### src/rtl/ofm_reader.sv
// Output feature-map drain: reads num_words 64-bit words from the output buffer and streams four 16-bit lanes per word.
// Latency: 3 cycles from accepted start to first out_valid; 6 cycles per word when the consumer never stalls.
// Backpressure: out_valid/out_data/out_last hold while out_ready is low; the FSM and address stay frozen.
module ofm_reader #(
    parameter int ADDR_W = 16,
    parameter int DATA_W = 64,
    parameter int LANE_W = 16
) (
    input  logic              clk,
    input  logic              rst,
    input  logic              start,
    input  logic [ADDR_W-1:0] base_addr,
    input  logic [ADDR_W-1:0] num_words,
    output logic              busy,
    output logic              done,
    output logic              mem_ena,
    output logic [ADDR_W-1:0] mem_addr,
    input  logic [DATA_W-1:0] mem_dout,
    output logic              out_valid,
    input  logic              out_ready,
    output logic [LANE_W-1:0] out_data,
    output logic              out_last
);

    typedef enum logic [2:0] {
        S_IDLE,
        S_FETCH,
        S_LATCH,
        S_EMIT,
        S_DONE
    } state_t;

    state_t              state_q;
    logic [ADDR_W-1:0]   addr_q;
    logic [ADDR_W-1:0]   remain_q;
    logic [DATA_W-1:0]   word_q;
    logic [1:0]          lane_q;

    logic                busy_q;
    logic                done_q;
    logic                mem_ena_q;
    logic [ADDR_W-1:0]   mem_addr_q;
    logic                out_valid_q;
    logic [LANE_W-1:0]   out_data_q;
    logic                out_last_q;

    logic [ADDR_W-1:0]   addr_d;
    logic [ADDR_W-1:0]   remain_d;
    logic [1:0]          lane_d;
    logic                last_word;
    logic                xfer;

    // Lane 0 is the most significant slice, matching the packing order of the conv datapath.
    function automatic logic [LANE_W-1:0] lane_sel(input logic [DATA_W-1:0] w, input logic [1:0] l);
        logic [LANE_W-1:0] r;
        case (l)
            2'd0:    r = w[4*LANE_W-1 -: LANE_W];
            2'd1:    r = w[3*LANE_W-1 -: LANE_W];
            2'd2:    r = w[2*LANE_W-1 -: LANE_W];
            default: r = w[LANE_W-1 -: LANE_W];
        endcase
        return r;
    endfunction

    // Address wraps modulo 2^ADDR_W naturally through the fixed-width add.
    assign addr_d    = addr_q + ADDR_W'(1);
    assign remain_d  = remain_q - ADDR_W'(1);
    assign lane_d    = lane_q + 2'd1;
    assign last_word = (remain_q == ADDR_W'(1));
    assign xfer      = out_valid_q && out_ready;

    // Single FSM process: all outputs are registered so nothing downstream sees a path from out_ready.
    always_ff @(posedge clk or posedge rst) begin
        if (rst) begin
            state_q     <= S_IDLE;
            addr_q      <= '0;
            remain_q    <= '0;
            word_q      <= '0;
            lane_q      <= '0;
            busy_q      <= 1'b0;
            done_q      <= 1'b0;
            mem_ena_q   <= 1'b0;
            mem_addr_q  <= '0;
            out_valid_q <= 1'b0;
            out_data_q  <= '0;
            out_last_q  <= 1'b0;
        end else begin
            case (state_q)
                S_IDLE: begin
                    done_q <= 1'b0;
                    if (start) begin
                        busy_q <= 1'b1;
                        if (num_words != '0) begin
                            addr_q     <= base_addr;
                            remain_q   <= num_words;
                            mem_ena_q  <= 1'b1;
                            mem_addr_q <= base_addr;
                            state_q    <= S_FETCH;
                        end else begin
                            // Empty transfer: report completion without touching the buffer.
                            done_q  <= 1'b1;
                            state_q <= S_DONE;
                        end
                    end
                end
                S_FETCH: begin
                    // Read data appears on mem_dout during LATCH.
                    mem_ena_q <= 1'b0;
                    state_q   <= S_LATCH;
                end
                S_LATCH: begin
                    word_q      <= mem_dout;
                    lane_q      <= 2'd0;
                    out_valid_q <= 1'b1;
                    out_data_q  <= lane_sel(mem_dout, 2'd0);
                    out_last_q  <= 1'b0;
                    state_q     <= S_EMIT;
                end
                S_EMIT: begin
                    if (xfer) begin
                        lane_q <= lane_d;
                        if (lane_q == 2'd3) begin
                            out_valid_q <= 1'b0;
                            out_last_q  <= 1'b0;
                            remain_q    <= remain_d;
                            addr_q      <= addr_d;
                            if (last_word) begin
                                done_q  <= 1'b1;
                                state_q <= S_DONE;
                            end else begin
                                mem_ena_q  <= 1'b1;
                                mem_addr_q <= addr_d;
                                state_q    <= S_FETCH;
                            end
                        end else begin
                            out_data_q <= lane_sel(word_q, lane_d);
                            out_last_q <= (lane_d == 2'd3) && last_word;
                        end
                    end
                end
                S_DONE: begin
                    done_q  <= 1'b0;
                    busy_q  <= 1'b0;
                    state_q <= S_IDLE;
                end
                default: begin
                    state_q <= S_IDLE;
                end
            endcase
        end
    end

    assign busy      = busy_q;
    assign done      = done_q;
    assign mem_ena   = mem_ena_q;
    assign mem_addr  = mem_addr_q;
    assign out_valid = out_valid_q;
    assign out_data  = out_data_q;
    assign out_last  = out_last_q;

endmodule
### config.mk
export PLATFORM = sky130hd
export DESIGN_NAME = ofm_reader
export DESIGN_NICKNAME = d
export VERILOG_FILES = /design/src/rtl/ofm_reader.sv
export SDC_FILE = /design/constraint.sdc
export NUM_CORES = 1
export LEC_CHECK = 0
export CAP_MARGIN = 0
export CELL_PAD_IN_SITES_DETAIL_PLACEMENT = 1
export CELL_PAD_IN_SITES_GLOBAL_PLACEMENT = 1
export CORE_ASPECT_RATIO = 0.75
export CORE_UTILIZATION = 43
export DETAILED_ROUTE_END_ITERATION = 16
export HOLD_SLACK_MARGIN = 0.02
export MAX_ROUTING_LAYER = met4
export PLACE_DENSITY = 0.85
export SLEW_MARGIN = 0
export SYNTH_ARGS = -nofsm -noshare
export SYNTH_HDL_FRONTEND = slang
export SYNTH_SLANG_ARGS = --single-unit
### constraint.sdc
create_clock -name clk -period 9.2 [get_ports clk]
set_input_delay 1.84 -clock clk [delete_from_list [all_inputs] [get_ports clk]]
set_output_delay 1.84 -clock clk [all_outputs]
set_load 0.01 [all_outputs]
* Word-level counts from Yosys, hierarchy flattened
Index checks and enable logic that the tools add are counted.
Widths: inputs -> output; s select.
** Word-level totals
- Flip-flop bits (word level) :: 138
- Bits of input ports :: 100
- Output and inout bits :: 37
- Logic and storage cells :: 96
** Operators by class
- Add/subtract/negate cells :: 3
- Equality and inequality tests :: 16
- Mux-type cells :: 46
- Reduce and logical (&&, ||, !) cells :: 19
** Operator list (number)
- $mux 16 :: 13
- $pmux 16 s2 :: 4
- $pmux 16 s3 :: 1
- $add 16x1->16 const B :: 1
- $eq 16x1->1 const B :: 1
- $reduce_bool 16->1 :: 1
- $sub 16x1->16 const B :: 1
- $mux 1 :: 15
- $mux 3 :: 5
- $ne 2x2->1 const B :: 7
- $pmux 3 s4 :: 1
- $reduce_and 6->1 :: 2
- $reduce_and 3->1 :: 3
- $eq 2x2->1 const B :: 3
- $eq 3x2->1 const B :: 2
- $pmux 1 s2 :: 3
- $pmux 1 s3 :: 2
- $reduce_bool 2->1 :: 3
- $reduce_bool 3->1 :: 2
- $reduce_and 5->1 :: 1
- $pmux 2 s2 :: 1
- $reduce_and 2->1 :: 2
- $reduce_and 4->1 :: 1
- $eq 3x1->1 const B :: 1
- other kinds (7) :: 8

* Longest topological paths before layout
Gate-level depths: netlist (run 1).
- Word-level depth :: 6
- Depth in mapped cells :: 8
- Mapped depth without buffers :: 7

* Worst setup path after synthesis (run 1)
No wires, ideal clock.
- Path kind :: input -> register
- From :: input num_words[3]
- To :: register mem_addr_q[0] (netlist: mem_addr[0])
- Library setup time :: 0.125 ns
- Arrival time :: 3.025 ns
- Required time :: 9.075 ns
- Setup slack :: 6.050 ns
- Cell stages on the path :: 6
- Buffers on the path :: 2
- Cells stage by stage :: nor4_1 -> and4_1 -> buf_2 -> o22a_4 -> buf_6 -> mux2_4
** On the way
- Word-level cells in the longest chain between the ends :: 3
** Ends and longest elaborated chain
- start: declaration :: line 13 : input logic [ADDR_W-1:0] num_words,
- $reduce_bool 16->1 :: line 93 : if (num_words != '0) begin
- $ne 2x2->1 (no source line)
- $reduce_and 6->1 (no source line)
- end signal: assignment :: line 97 : mem_addr_q <= base_addr;
- end signal: assignment :: line 132 : mem_addr_q <= addr_d;
- end: declaration :: line 42 : logic [ADDR_W-1:0] mem_addr_q;
Every way passes these cells.
A chain may end at the register's enable or synchronous reset.

* Worst setup path after layout (run 1)
- From :: input num_words[8]
- To :: register remain_q[6]
** On the way
- Word-level cells in the longest chain between the ends :: 3
** Ends and longest elaborated chain
- $reduce_bool 16->1 :: line 93
- $ne 2x2->1 (no source line)
- $reduce_and 5->1 (no source line)
- end signal: assignment :: line 95 : remain_q <= num_words;
- end signal: assignment :: line 125 : remain_q <= remain_d;
- end: declaration :: line 35 : logic [ADDR_W-1:0] remain_q;
Every way passes these cells.

==> flow_summary.rst, run 1 <==
.. list-table::
   :header-rows: 1

   * - Metric
     - Value
   * - Leading cell types in the layout, fill and taps excluded
     - sky130_fd_sc_hd__dfrtp_1 (138), sky130_fd_sc_hd__clkdlybuf4s50_1 (136), sky130_fd_sc_hd__nand2_1 (86)
   * - Maximum level of the CTS H-tree
     - 4
   * - Final min period
     - 3780 ps
   * - Starting density of the core
     - 44.4%
   * - RSZ-0062 raised after global routing
     - false
   * - CTS tree
     - built
   * - Post-synthesis register bit count
     - 138
   * - Total of buffers placed on input and output ports
     - 136
   * - Simple-Gate Fraction of Synth Area
     - 13.3%
   * - FP Rows
     - 39
   * - Die area
     - 16300 sq um
   * - Count of filler cells inserted in the layout
     - 1661
   * - Most common library cell in the layout ignoring fill and taps
     - sky130_fd_sc_hd__dfrtp_1
   * - Max rail drop VDD
     - 0.000137 V
   * - Final Hold Fails
     - 0
   * - Worst-Skew Late Latency
     - 420 ps
   * - Kind of start point of the critical path
     - primary input
   * - Number of warning messages in the yosys log
     - 0
   * - NumNets Final
     - 872
   * - Number of DRC violations after detailed-routing iteration 0
     - 327
   * - Grt total ovfl
     - 0
   * - Setup fix buffers added after clock tree synthesis
     - 0
   * - Wire length of the first global-routing pass
     - 32700 microns
   * - Share of post-route cells with drive strength above 1
     - 17.2%
   * - Leakage component of the power
     - 0.00362 uW
   * - Data arrival at the endpoint of the critical path
     - 4120 ps
   * - Die span in x
     - 147 microns
   * - Async SR Flop Fraction
     - 100%
   * - Net count of the mapped netlist
     - 753
   * - Average detailed-routed wire length per instance
     - 20.5 microns
   * - Slowest cell on crit path
     - sky130_fd_sc_hd__o21a_1
   * - Slew at the pin closest to its max-slew limit
     - 1230 ps
   * - Buffers from clock root to sink, at most
     - 2
   * - Setup Crit Path Kind
     - in -> reg
   * - Final setup viols
     - 0
   * - Placed standard-cell area
     - 8270 sq um
   * - DR DRC count
     - 0
   * - Clock-pin slew reported for the worst setup and hold paths after clock tree synthesis
     - 70 ps
   * - Number of enable-type register cells in the synthesized netlist
     - 0
   * - Cell variety after synth
     - 58
   * - # IOs
     - 137
   * - Total detailed-routing wirelength
     - 20100 microns
   * - Most frequently used flop master after synthesis
     - sky130_fd_sc_hd__dfrtp_1
   * - Pin count of the biggest net entering global routing
     - 83
   * - Clock tree sinks
     - 138
   * - Number of pins with negative max-slew slack in the final report
     - 0
   * - Netlist area before placement
     - 6800 sq um
   * - Worst setup EP type
     - register
   * - Combinational family with the most area after synthesis
     - compound AO/OA/AOI/OAI gates
   * - Number of vias in the routed layout
     - 5680
   * - CP Buf/Inv Count
     - 1
   * - Post-cts gate resize count
     - 0
   * - Overall power after layout
     - 3050 uW
   * - Final HPWL DP
     - 13600 microns
   * - Xor and xnor area share after synthesis
     - 1.80%
   * - Layout overhead on the synthesized area
     - 30.6%
   * - CP max FO
     - 23
   * - Share of the synthesized area in compound gates (AO/OA/AOI/OAI)
     - 14.7%
   * - Post-Synth Adder-Cell Area
     - 1.66%
   * - Slowest stage delay, CP
     - 710 ps
   * - Cells after synthesis
     - 644
   * - Post-Layout Cell Count
     - 980
   * - First-pass iteration count of the detailed router
     - 5
   * - CP cell instances
     - clkdlybuf4s50_1, nor4_1, and4_1, o21a_1, o21ai_0, o21ai_0
   * - Total negative slack
     - 0 ps
   * - Die H
     - 111 microns
   * - Core region area
     - 15300 sq um
   * - Outcome
     - finished clean
   * - GRT Resource Usage Total
     - 26.5%
   * - Number of buffers created by CTS
     - 17
   * - Maximum capacitance violations
     - 0
   * - Master cell of the clock root buffer
     - sky130_fd_sc_hd__clkbuf_16
   * - Fraction of the yosys area taken by sequential cells
     - 50.8%
   * - Ratio of final minimum period to clock period
     - 41.1%
   * - Worst relative slew slack
     - 17.7%
   * - Areal power density over the cells
     - 344 nW/um^2
   * - Initial antenna violation count
     - 0
   * - Total placed cells including tap cells
     - 949
   * - Fin Hold WS
     - 489 ps
   * - Family with the most delay on the worst path
     - compound AO/OA/AOI/OAI gates
   * - Top achievable clock speed
     - 264 MHz
   * - Summed area of non-filler cells in the final layout
     - 8870 sq um
   * - Worst Path Required
     - 9530 ps
   * - Number of global-route vias before repair
     - 6102
   * - Multiplexer fraction of the synthesized cell area
     - 14.2%
   * - Number of antenna cells inserted
     - 0
   * - Worst Skew
     - 12.2 ps
   * - Avg Synthesized Cell Area
     - 10.6 sq um
   * - Crit path top cell by count
     - sky130_fd_sc_hd__o21ai_0
   * - Post-route antenna net violation count
     - 0
   * - Worst Hold Class
     - reg -> reg
   * - Global placer's final weighted congestion
     - 0.835
   * - Number of hold-repair buffers added at the cts stage
     - 0
   * - Post-DR vias/cell
     - 5.80
[synthesized netlist by cell type (all sizes together), types with 4 or more instances]
cell type / count / area [sq um]
dfrtp: 138 / 3450
nand2: 87 / 327
mux2: 81 / 935
o21ai: 56 / 284
nor2: 46 / 175
a21oi: 29 / 145
buf: 25 / 138
a31oi: 20 / 125
a222oi: 16 / 160
clkbuf: 16 / 60.1
nor3: 14 / 75.1
nor4: 12 / 90.1
xnor2: 12 / 105
inv: 11 / 41.3
nand3: 11 / 65.1
ha: 9 / 113
o2bb2ai: 5 / 43.8
a21o: 4 / 30.0
a22oi: 4 / 30.0
nand2b: 4 / 32.5
nand4: 4 / 31.3
o32ai: 4 / 35.0
[metal layers]
layer	GRT usage [%]	vias to the layer above	part of all wire, %
li1	-	2586	-
met1	32.9	2915	44
met2	43.6	147	50
met3	5.10	32	3.8
met4	8.32	0	1.9
met5	-	-	0
[cell families after synthesis]
group | after synthesis
compound gates | 155
xor+xnor | 14
simple gates | 192
mux | 84
buf+inv | 52
fa+ha+maj | 9
flops | 138
[power by group]
group	internal (uW)	total, uW	switching (uW)
combinational	591	1220	627
sequential	895	1130	233
clock	426	706	280
[path summary, 6_finish.rpt]
path,from,to,slack (ps),depth (start not counted)
worst min-delay path,mem_addr[4]$_DFFE_PP0P_,mem_addr[4]$_DFFE_PP0P_,490,2
min in group asynchronous,rst,remain_q[7]$_DFFE_PP0P_,1850,2
worst max-delay path,num_words[8],remain_q[6]$_DFFE_PP0P_,5420,6
max in group asynchronous,rst,out_data[4]$_DFFE_PP0P_,5870,3
worst max register to register,state_q[0]$_DFFE_PP0P_,out_last$_DFFE_PP0P_,6740,3
worst min register to register,mem_addr[4]$_DFFE_PP0P_,mem_addr[4]$_DFFE_PP0P_,490,2
[worst reg2reg max path, cell delays in order, from the launching register on]
cell	delay (ps)
sky130_fd_sc_hd__dfrtp_1	700
sky130_fd_sc_hd__and2_2	1040
sky130_fd_sc_hd__nand2_1	260
sky130_fd_sc_hd__o41ai_1	350
[final cells by class]
cell class              count  area [sq um]  share of cell area, %
flip-flops and latches    138          3450                   38.9
repair buffers            141          1400                   15.8
inverters                  11          46.3                  0.522
multi-input cells         454          3120                   35.2
clock inverters            14           174                   1.96
clock buffers              17           425                   4.79
well taps                 205           256                   2.89
[stage by stage]
stage	utilization, %	setup WS (ps)
after floorplan	-	3660
after global placement	54.0	5100
after detailed placement	54.0	5050
after CTS	57.9	5470
after global routing	57.9	5260
final	57.9	5420
[registers in the layout (all words and copies together) (netlist names)]
name	cells
done	1
addr_q	16
mem_ena	1
mem_addr	16
remain_q	16
busy	1
lane_q	2
out_valid	1
word_q	64
out_data	16
out_last	1
state_q	3
Note: power is estimated with default switching activity, not from simulation.
==> run 2, diff against run 1 <==
--- a/config.mk
+++ b/config.mk
@@ -9,11 +9,11 @@
 export CELL_PAD_IN_SITES_DETAIL_PLACEMENT = 1
 export CELL_PAD_IN_SITES_GLOBAL_PLACEMENT = 1
 export CORE_ASPECT_RATIO = 0.75
-export CORE_UTILIZATION = 43
+export CORE_UTILIZATION = 36
 export DETAILED_ROUTE_END_ITERATION = 16
 export HOLD_SLACK_MARGIN = 0.02
 export MAX_ROUTING_LAYER = met4
-export PLACE_DENSITY = 0.85
+export PLACE_DENSITY = 0.76
 export SLEW_MARGIN = 0
 export SYNTH_ARGS = -nofsm -noshare
 export SYNTH_HDL_FRONTEND = slang
==> constraint.sdc (replaced) <==
create_clock -name clk -period 3.42 [get_ports clk]
set_input_delay 0.684 -clock clk [delete_from_list [all_inputs] [get_ports clk]]
set_output_delay 0.684 -clock clk [all_outputs]
set_load 0.01 [all_outputs]
==> run 2 against run 1 <==
  * Worst hold slack hardly changed
  * Combinational power grew to 2.7 times the previous value
  * Flip-flop and latch count stayed put
  * Global-route usage is 4.2 points lower
  * Final cell count is 4.9% higher
  * Worst setup slack worse by 4600 ps
  * Total power grew to 2.7 times the previous value
  * Clock-buffer cell count stayed put
  * Register-to-register slack worse by 5700 ps
  * Critical path depth is 1 lower
  * Sequential share of layout area is 0.67 points lower
  * Routed wire length is 0.29% lower
==> flow_summary.rst, run 2 (same netlist as run 1, synthesis figures left out) <==
.. list-table::
   :header-rows: 1

   * - Metric
     - Value
   * - Beginning of the worst hold path
     - mem_addr[11]$_DFFE_PP0P_
   * - Clock tree sinks
     - 138 (unchanged)
   * - Die H
     - 121 microns (+9.1%)
   * - Setup Crit Path Kind
     - in -> reg
   * - First-pass iteration count of the detailed router
     - 5 (unchanged)
   * - Outcome
     - finished clean
   * - Grt total ovfl
     - 0 (unchanged)
   * - Final HPWL DP
     - 13600 microns (+0.56%)
   * - Global placer's final weighted congestion
     - 0.826 (-1.1%)
   * - Combinational cell fraction of total power
     - 39.2% (-0.7 points)
   * - Post-DR vias/cell
     - 5.46 (-5.7%)
   * - DR DRC count
     - 0 (unchanged)
   * - Maximum level of the CTS H-tree
     - 4 (unchanged)
   * - Layout overhead on the synthesized area
     - 32.9%
   * - Start of the worst register-to-register path
     - state_q[0]$_DFFE_PP0P_
   * - Kind of start point of the critical path
     - primary input
   * - Final setup viols
     - 0 (unchanged)
   * - Post-Layout Cell Count
     - 1028 (+4.9%)
   * - NumNets Final
     - 878 (+0.69%)
   * - Initial antenna violation count
     - 0 (unchanged)
   * - GRT Resource Usage Total
     - 22.3% (-4.2 points)
   * - Number of global-route vias before repair
     - 6065 (-0.61%)
   * - Net Sw Frac
     - 36.8% (-0.57 points)
   * - Total of buffers placed on input and output ports
     - 136 (unchanged)
   * - Share of post-route cells with drive strength above 1
     - 17.8% (+0.64 points)
   * - Clock network fraction of design power
     - 24.4% (+1.3 points)
   * - Max rail drop VDD
     - 0.000411 V (+200%)
   * - Total placed cells including tap cells
     - 997 (+5.1%)
   * - Worst-Skew Late Latency
     - 430 ps (about the same)
   * - Number of antenna cells inserted
     - 0 (unchanged)
   * - Top reg by flops
     - word_q
   * - Number of DRC violations after detailed-routing iteration 0
     - 400 (+22%)
   * - Buffers from clock root to sink, at most
     - 2 (unchanged)
   * - Worst setup EP type
     - register
   * - Register share of total power
     - 36.3% (-0.6 points)
   * - Areal power density over the cells
     - 920 nW/um^2 (+170%)
   * - Number of buffers created by CTS
     - 17 (unchanged)
   * - Final Hold Fails
     - 0 (unchanged)
   * - Total negative slack
     - 0 ps (unchanged)
   * - Flip-flop count of the largest register, all copies and words added
     - 64 (unchanged)
   * - Worst Skew
     - 15.3 ps (+3.09 ps)
   * - Post-route core utilization
     - 48.8% (-9.1 points)
   * - Setup fix buffers added after clock tree synthesis
     - 0 (unchanged)
   * - Net Sw Power
     - 3060 uW (+170%)
   * - Internal power consumption
     - 5250 uW (+170%)
   * - Post-cts gate resize count
     - 0 (unchanged)
   * - Post-route antenna net violation count
     - 0 (unchanged)
   * - Ratio of final minimum period to clock period
     - 77.3%
   * - CP max FO
     - 23 (unchanged)
   * - Starting density of the core
     - 36.7% (-7.6 points)
   * - Die span in x
     - 161 microns (+9.2%)
   * - RSZ-0062 raised after global routing
     - false
   * - Maximum capacitance violations
     - 0 (unchanged)
   * - CTS tree
     - built
   * - Worst Hold Class
     - reg -> reg
   * - Slew at the pin closest to its max-slew limit
     - 1030 ps (-200 ps)
   * - Leakage component of the power
     - 0.00368 uW (+1.6%)
   * - Average detailed-routed wire length per instance
     - 19.5 microns (-4.9%)
   * - Number of hold-repair buffers added at the cts stage
     - 0 (unchanged)
   * - # IOs
     - 137 (unchanged)
   * - FP Rows
     - 43 (+10%)
   * - Master cell of the clock root buffer
     - sky130_fd_sc_hd__clkbuf_16
   * - Leading cell types in the layout, fill and taps excluded
     - sky130_fd_sc_hd__dfrtp_1 (138), sky130_fd_sc_hd__clkdlybuf4s50_1 (136), sky130_fd_sc_hd__nand2_1 (86)
   * - Pin count of the biggest net entering global routing
     - 66 (-20%)
   * - Worst setup path start
     - num_words[9]
   * - Total detailed-routing wirelength
     - 20100 microns (-0.29%)
   * - Number of pins with negative max-slew slack in the final report
     - 0 (unchanged)
   * - Worst Path Required
     - 3720 ps (-5810 ps)
   * - Top achievable clock speed
     - 378 MHz
   * - Most common library cell in the layout ignoring fill and taps
     - sky130_fd_sc_hd__dfrtp_1
   * - Core region area
     - 18500 sq um (+21%)
   * - Die area
     - 19400 sq um (+19%)
   * - Number of vias in the routed layout
     - 5617 (-1.1%)
   * - Wire length of the first global-routing pass
     - 32800 microns (+0.17%)
   * - Worst relative slew slack
     - 30.8% (+13 points)
   * - Final min period
     - 2640 ps
   * - Data arrival at the endpoint of the critical path
     - 2950 ps (-1170 ps)
   * - Clock-pin slew reported for the worst setup and hold paths after clock tree synthesis
     - 60 ps (about the same)
## run 2: per-layer routing
| metal | GRT usage [%] | routed length, microns |
|---|---|---|
| met1 | 29.4 | 9560 |
| met2 | 35.1 | 9650 |
| met3 | 3.45 | 656 |
| met4 | 7.56 | 208 |
| met5 | - | 0 |
## run 2: per-stage QoR
step                      setup WS [ps]  total power [uW]  instance area [sq um]  hold slack, ps
after CTS                           816              8380                   9030             498
after global routing                717              8840                   9030             520
final                               777              8310                   9030             489
after detailed placement            390              6290                   8400             471
after global placement              461              6050                   8400             466
after floorplan                    1010              5040                   6800             471
## run 2: layout make-up
class | instances | area (sq um)
repair buffers | 147 | 1470
flip-flops and latches | 138 | 3450
inverters | 11 | 45.0
multi-input cells | 454 | 3120
fillers | 2031 | 9480
clock inverters | 14 | 209
clock buffers | 17 | 425
well taps | 247 | 309
## run 2: worst max-delay path, cell delays in order
cell and delay [ps]:
sky130_fd_sc_hd__clkdlybuf4s50_1 460, sky130_fd_sc_hd__nor4_1 550, sky130_fd_sc_hd__and4_1 440, sky130_fd_sc_hd__o22a_4 410, sky130_fd_sc_hd__mux2_2 390
## run 2: power groups by stage
stage	sequential [uW]	combinational (uW)	clock, uW
floorplan	2940	2100	0
global placement	2960	3090	0
detailed placement	3030	3250	0
CTS	3020	3290	2070
global route	3120	3590	2130
finish	3020	3260	2030
## run 2: path summary, 6_finish.rpt
path                            slack [ps]  depth (start not counted)                        to
min in group asynchronous              740                          2    word_q[44]$_DFFE_PP0N_
worst min-delay path                   490                          2  mem_addr[11]$_DFFE_PP0P_
worst max-delay path                   780                          5  mem_addr[13]$_DFFE_PP0P_
worst max register to register        1060                          4   remain_q[1]$_DFFE_PP0P_
worst min register to register         490                          2  mem_addr[11]$_DFFE_PP0P_
max in group asynchronous             1700                          3    state_q[0]$_DFFE_PP0P_
==> run 3, diff against run 2 <==
--- a/config.mk
+++ b/config.mk
@@ -9,11 +9,11 @@
 export CELL_PAD_IN_SITES_DETAIL_PLACEMENT = 1
 export CELL_PAD_IN_SITES_GLOBAL_PLACEMENT = 1
 export CORE_ASPECT_RATIO = 0.75
-export CORE_UTILIZATION = 36
+export CORE_UTILIZATION = 40
 export DETAILED_ROUTE_END_ITERATION = 16
 export HOLD_SLACK_MARGIN = 0.02
 export MAX_ROUTING_LAYER = met4
-export PLACE_DENSITY = 0.76
+export PLACE_DENSITY = 0.8
 export SLEW_MARGIN = 0
 export SYNTH_ARGS = -nofsm -noshare
 export SYNTH_HDL_FRONTEND = slang
==> constraint.sdc (replaced) <==
create_clock -name clk -period 2.8 [get_ports clk]
set_input_delay 0.56 -clock clk [delete_from_list [all_inputs] [get_ports clk]]
set_output_delay 0.56 -clock clk [all_outputs]
set_load 0.01 [all_outputs]
==> run 3 against run 2 <==
  * Flip-flop and latch count unchanged
  * Clock skew is 3.4 ps lower
  * Die area shrank 9.9%
  * Clock power is 14% higher
  * Critical endpoint is now mem_addr[15]$_DFFE_PP0P_
  * Sequential share of layout area barely moved
  * The run now ends with design-rule violations left
  * Combinational power up 25%
==> flow_summary.rst, run 3 (same netlist as run 1, synthesis figures left out) <==
.. list-table::
   :header-rows: 1

   * - Metric
     - Value
   * - Fin Hold WS
     - 487 ps (-2.37 ps)
   * - CP Buf/Inv Count
     - 1 (unchanged)
   * - Violations in the final reports
     - design-rule violations
   * - RSZ-0062 raised after global routing
     - false
   * - First-pass iteration count of the detailed router
     - 12 (+7)
   * - Post-DR vias/cell
     - 5.71 (+4.4%)
   * - Worst setup path start
     - num_words[8]
   * - CP cell instances
     - clkdlybuf4s50_1, nor4_1, and4_1, o22a_4, mux2_2
   * - Buffers from clock root to sink, at most
     - 2 (unchanged)
   * - Post-cts gate resize count
     - 0 (unchanged)
   * - Number of DRC violations after detailed-routing iteration 0
     - 311 (-22%)
   * - Area of all sequential standard cells
     - 3450 sq um (unchanged)
   * - CTS tree
     - built
   * - Initial antenna violation count
     - 0 (unchanged)
   * - Total of buffers placed on input and output ports
     - 136 (unchanged)
   * - Total detailed-routing wirelength
     - 20100 microns (+0.35%)
   * - Number of global-route vias before repair
     - 6102 (+0.61%)
   * - Total negative slack
     - 0 ps (unchanged)
   * - Worst-Skew Late Latency
     - 420 ps (about the same)
   * - Areal power density over the cells
     - 1120 nW/um^2 (+21%)
   * - Master cell of the clock root buffer
     - sky130_fd_sc_hd__clkbuf_16
   * - Count of filler cells inserted in the layout
     - 1747 (-14%)
   * - Worst Path Required
     - 3100 ps (-620 ps)
   * - Worst relative slew slack
     - 43.6% (+13 points)
   * - Clock-pin slew reported for the worst setup and hold paths after clock tree synthesis
     - 60 ps (about the same)
   * - Maximum level of the CTS H-tree
     - 4 (unchanged)
   * - Grt total ovfl
     - 0 (unchanged)
   * - Multi-input combinational cell area
     - 3120 sq um (unchanged)
   * - Ratio of final minimum period to clock period
     - 79.7%
   * - Worst Hold Class
     - reg -> reg
   * - Kind of start point of the critical path
     - primary input
   * - NumNets Final
     - 886 (+0.91%)
   * - Leakage component of the power
     - 0.00369 uW (+0.47%)
   * - Final setup viols
     - 0 (unchanged)
   * - Slowest cell on crit path
     - sky130_fd_sc_hd__nor4_1
   * - Family with the most delay on the worst path
     - simple AND/OR/NAND/NOR gates
   * - Top achievable clock speed
     - 448 MHz
   * - Flip-flop count of the largest register, all copies and words added
     - 64 (unchanged)
   * - FP Rows
     - 40 (-7.0%)
   * - Clock network fraction of design power
     - 22.9% (-1.5 points)
   * - DR DRC count
     - 5 (+5)
   * - Maximum capacitance violations
     - 0 (unchanged)
   * - Most common library cell in the layout ignoring fill and taps
     - sky130_fd_sc_hd__dfrtp_1
   * - Die area
     - 17500 sq um (-9.9%)
   * - Average detailed-routed wire length per instance
     - 20.1 microns (+3.2%)
   * - Final Hold Fails
     - 0 (unchanged)
   * - Top reg by flops
     - word_q
   * - Clock tree sinks
     - 138 (unchanged)
   * - Number of pins with negative max-slew slack in the final report
     - 0 (unchanged)
   * - Worst Skew
     - 11.9 ps (-3.40 ps)
   * - Internal power consumption
     - 6300 uW (+20%)
   * - Share of post-route cells with drive strength above 1
     - 18.7% (+0.94 points)
   * - Global placer's final weighted congestion
     - 0.830 (+0.51%)
   * - Die H
     - 115 microns (-5.0%)
   * - CP max FO
     - 18 (-22%)
   * - Slew at the pin closest to its max-slew limit
     - 846 ps (-187 ps)
   * - Leading cell types in the layout, fill and taps excluded
     - sky130_fd_sc_hd__dfrtp_1 (138), sky130_fd_sc_hd__clkdlybuf4s50_1 (136), sky130_fd_sc_hd__nand2_1 (86)
   * - Starting density of the core
     - 41.7% (+4.9 points)
   * - Worst setup EP type
     - register
   * - Setup Crit Path Kind
     - in -> reg
   * - Outcome
     - finished, violations left
   * - Net Sw Power
     - 3780 uW (+24%)
   * - Combinational cell fraction of total power
     - 40.4% (+1.2 points)
   * - Final min period
     - 2230 ps
   * - Post-route antenna net violation count
     - 0 (unchanged)
   * - Slowest stage delay, CP
     - 450 ps (-100 ps)
   * - Number of antenna cells inserted
     - 0 (unchanged)
   * - # IOs
     - 137 (unchanged)
   * - Overall power after layout
     - 10100 uW (+21%)
   * - Number of buffers created by CTS
     - 17 (unchanged)
   * - Final HPWL DP
     - 13400 microns (-1.5%)
   * - Wire length of the first global-routing pass
     - 32800 microns (about the same)
   * - Die span in x
     - 153 microns (-5.1%)
   * - Start of the worst register-to-register path
     - remain_q[1]$_DFFE_PP0P_
   * - Pin count of the biggest net entering global routing
     - 96 (+45%)
   * - Number of hold-repair buffers added at the cts stage
     - 0 (unchanged)
   * - Data arrival at the endpoint of the critical path
     - 2530 ps (-420 ps)
   * - Max rail drop VDD
     - 0.000372 V (-9.5%)
   * - GRT Resource Usage Total
     - 24.9% (+2.6 points)
   * - Net Sw Frac
     - 37.5% (+0.71 points)
   * - Layout overhead on the synthesized area
     - 32.7% (about the same)
   * - Beginning of the worst hold path
     - mem_addr[4]$_DFFE_PP0P_
   * - Number of vias in the routed layout
     - 5705 (+1.6%)
   * - Core region area
     - 16300 sq um (-12%)
   * - Setup fix buffers added after clock tree synthesis
     - 0 (unchanged)
   * - Register share of total power
     - 36.8% (+0.5 points)
-- run 3: cell count changes in the layout (fill, tap and decap cells not counted), sizes merged --
cell | previous run | this run
buf | 11 | 19
bufinv | 4 | 2
clkbuf | 17 | 18
clkinv | 2 | 1
clkinvlp | 2 | 5
-- run 3: per-layer routing --
layer / part of all wire [%] / track usage, % / routed length [microns] / up-vias
met5: 0 / - / 0 / -
li1: - / - / - / 2608
met1: 45 / 31.4 / 9100 / 2934
met3: 3.9 / 4.41 / 781 / 31
met2: 49 / 40.6 / 9890 / 132
met4: 1.8 / 9.09 / 371 / 0
-- run 3: power groups by stage --
stage               combinational, uW  clock, uW  sequential (uW)
floorplan                        2570          0             3590
CTS                              4110       2350             3700
finish                           4070       2310             3710
global route                     4480       2440             3830
detailed placement               4020          0             3710
global placement                 3800          0             3620
-- run 3: stage by stage --
step	instance area (sq um)	std cells	util (%)	setup WS, ps
3_3_place_gp	8420	968	51.6	253
4_1_cts	9020	1000	55.3	603
3_5_place_dp	8420	968	51.6	176
5_1_grt	9020	1000	55.3	444
2_1_floorplan	6800	644	-	519
6_report	9020	1000	55.3	568
-- run 3: cell type report --
| class | instances | share of cell area (%) |
|---|---|---|
| multi-input cells | 454 | 34.6 |
| inverters | 11 | 0.499 |
| clock buffers | 18 | 4.87 |
| clock inverters | 14 | 1.78 |
| well taps | 210 | 2.91 |
| repair buffers | 155 | 17.1 |
| flip-flops and latches | 138 | 38.3 |
-- run 3: path summary, 6_finish.rpt --
| check | end | slack [ps] | cells after the start |
|---|---|---|---|
| max in group asynchronous | mem_addr[15]$_DFFE_PP0P_ | 1690 | 3 |
| hold reg to reg | mem_addr[4]$_DFFE_PP0P_ | 490 | 2 |
| hold / removal | mem_addr[4]$_DFFE_PP0P_ | 490 | 2 |
| setup reg to reg | mem_addr[15]$_DFFE_PP0P_ | 630 | 6 |
| setup / recovery | mem_addr[15]$_DFFE_PP0P_ | 570 | 5 |
| min in group asynchronous | word_q[45]$_DFFE_PP0N_ | 630 | 3 |
-- run 3: worst register-to-register path: stages, from the launching register on --
cell and delay (ps):
sky130_fd_sc_hd__dfrtp_1 410, sky130_fd_sc_hd__inv_1 110, sky130_fd_sc_hd__ha_1 150, sky130_fd_sc_hd__nor4b_1 250, sky130_fd_sc_hd__and4_1 380, sky130_fd_sc_hd__o22a_4 370, sky130_fd_sc_hd__mux2_2 390
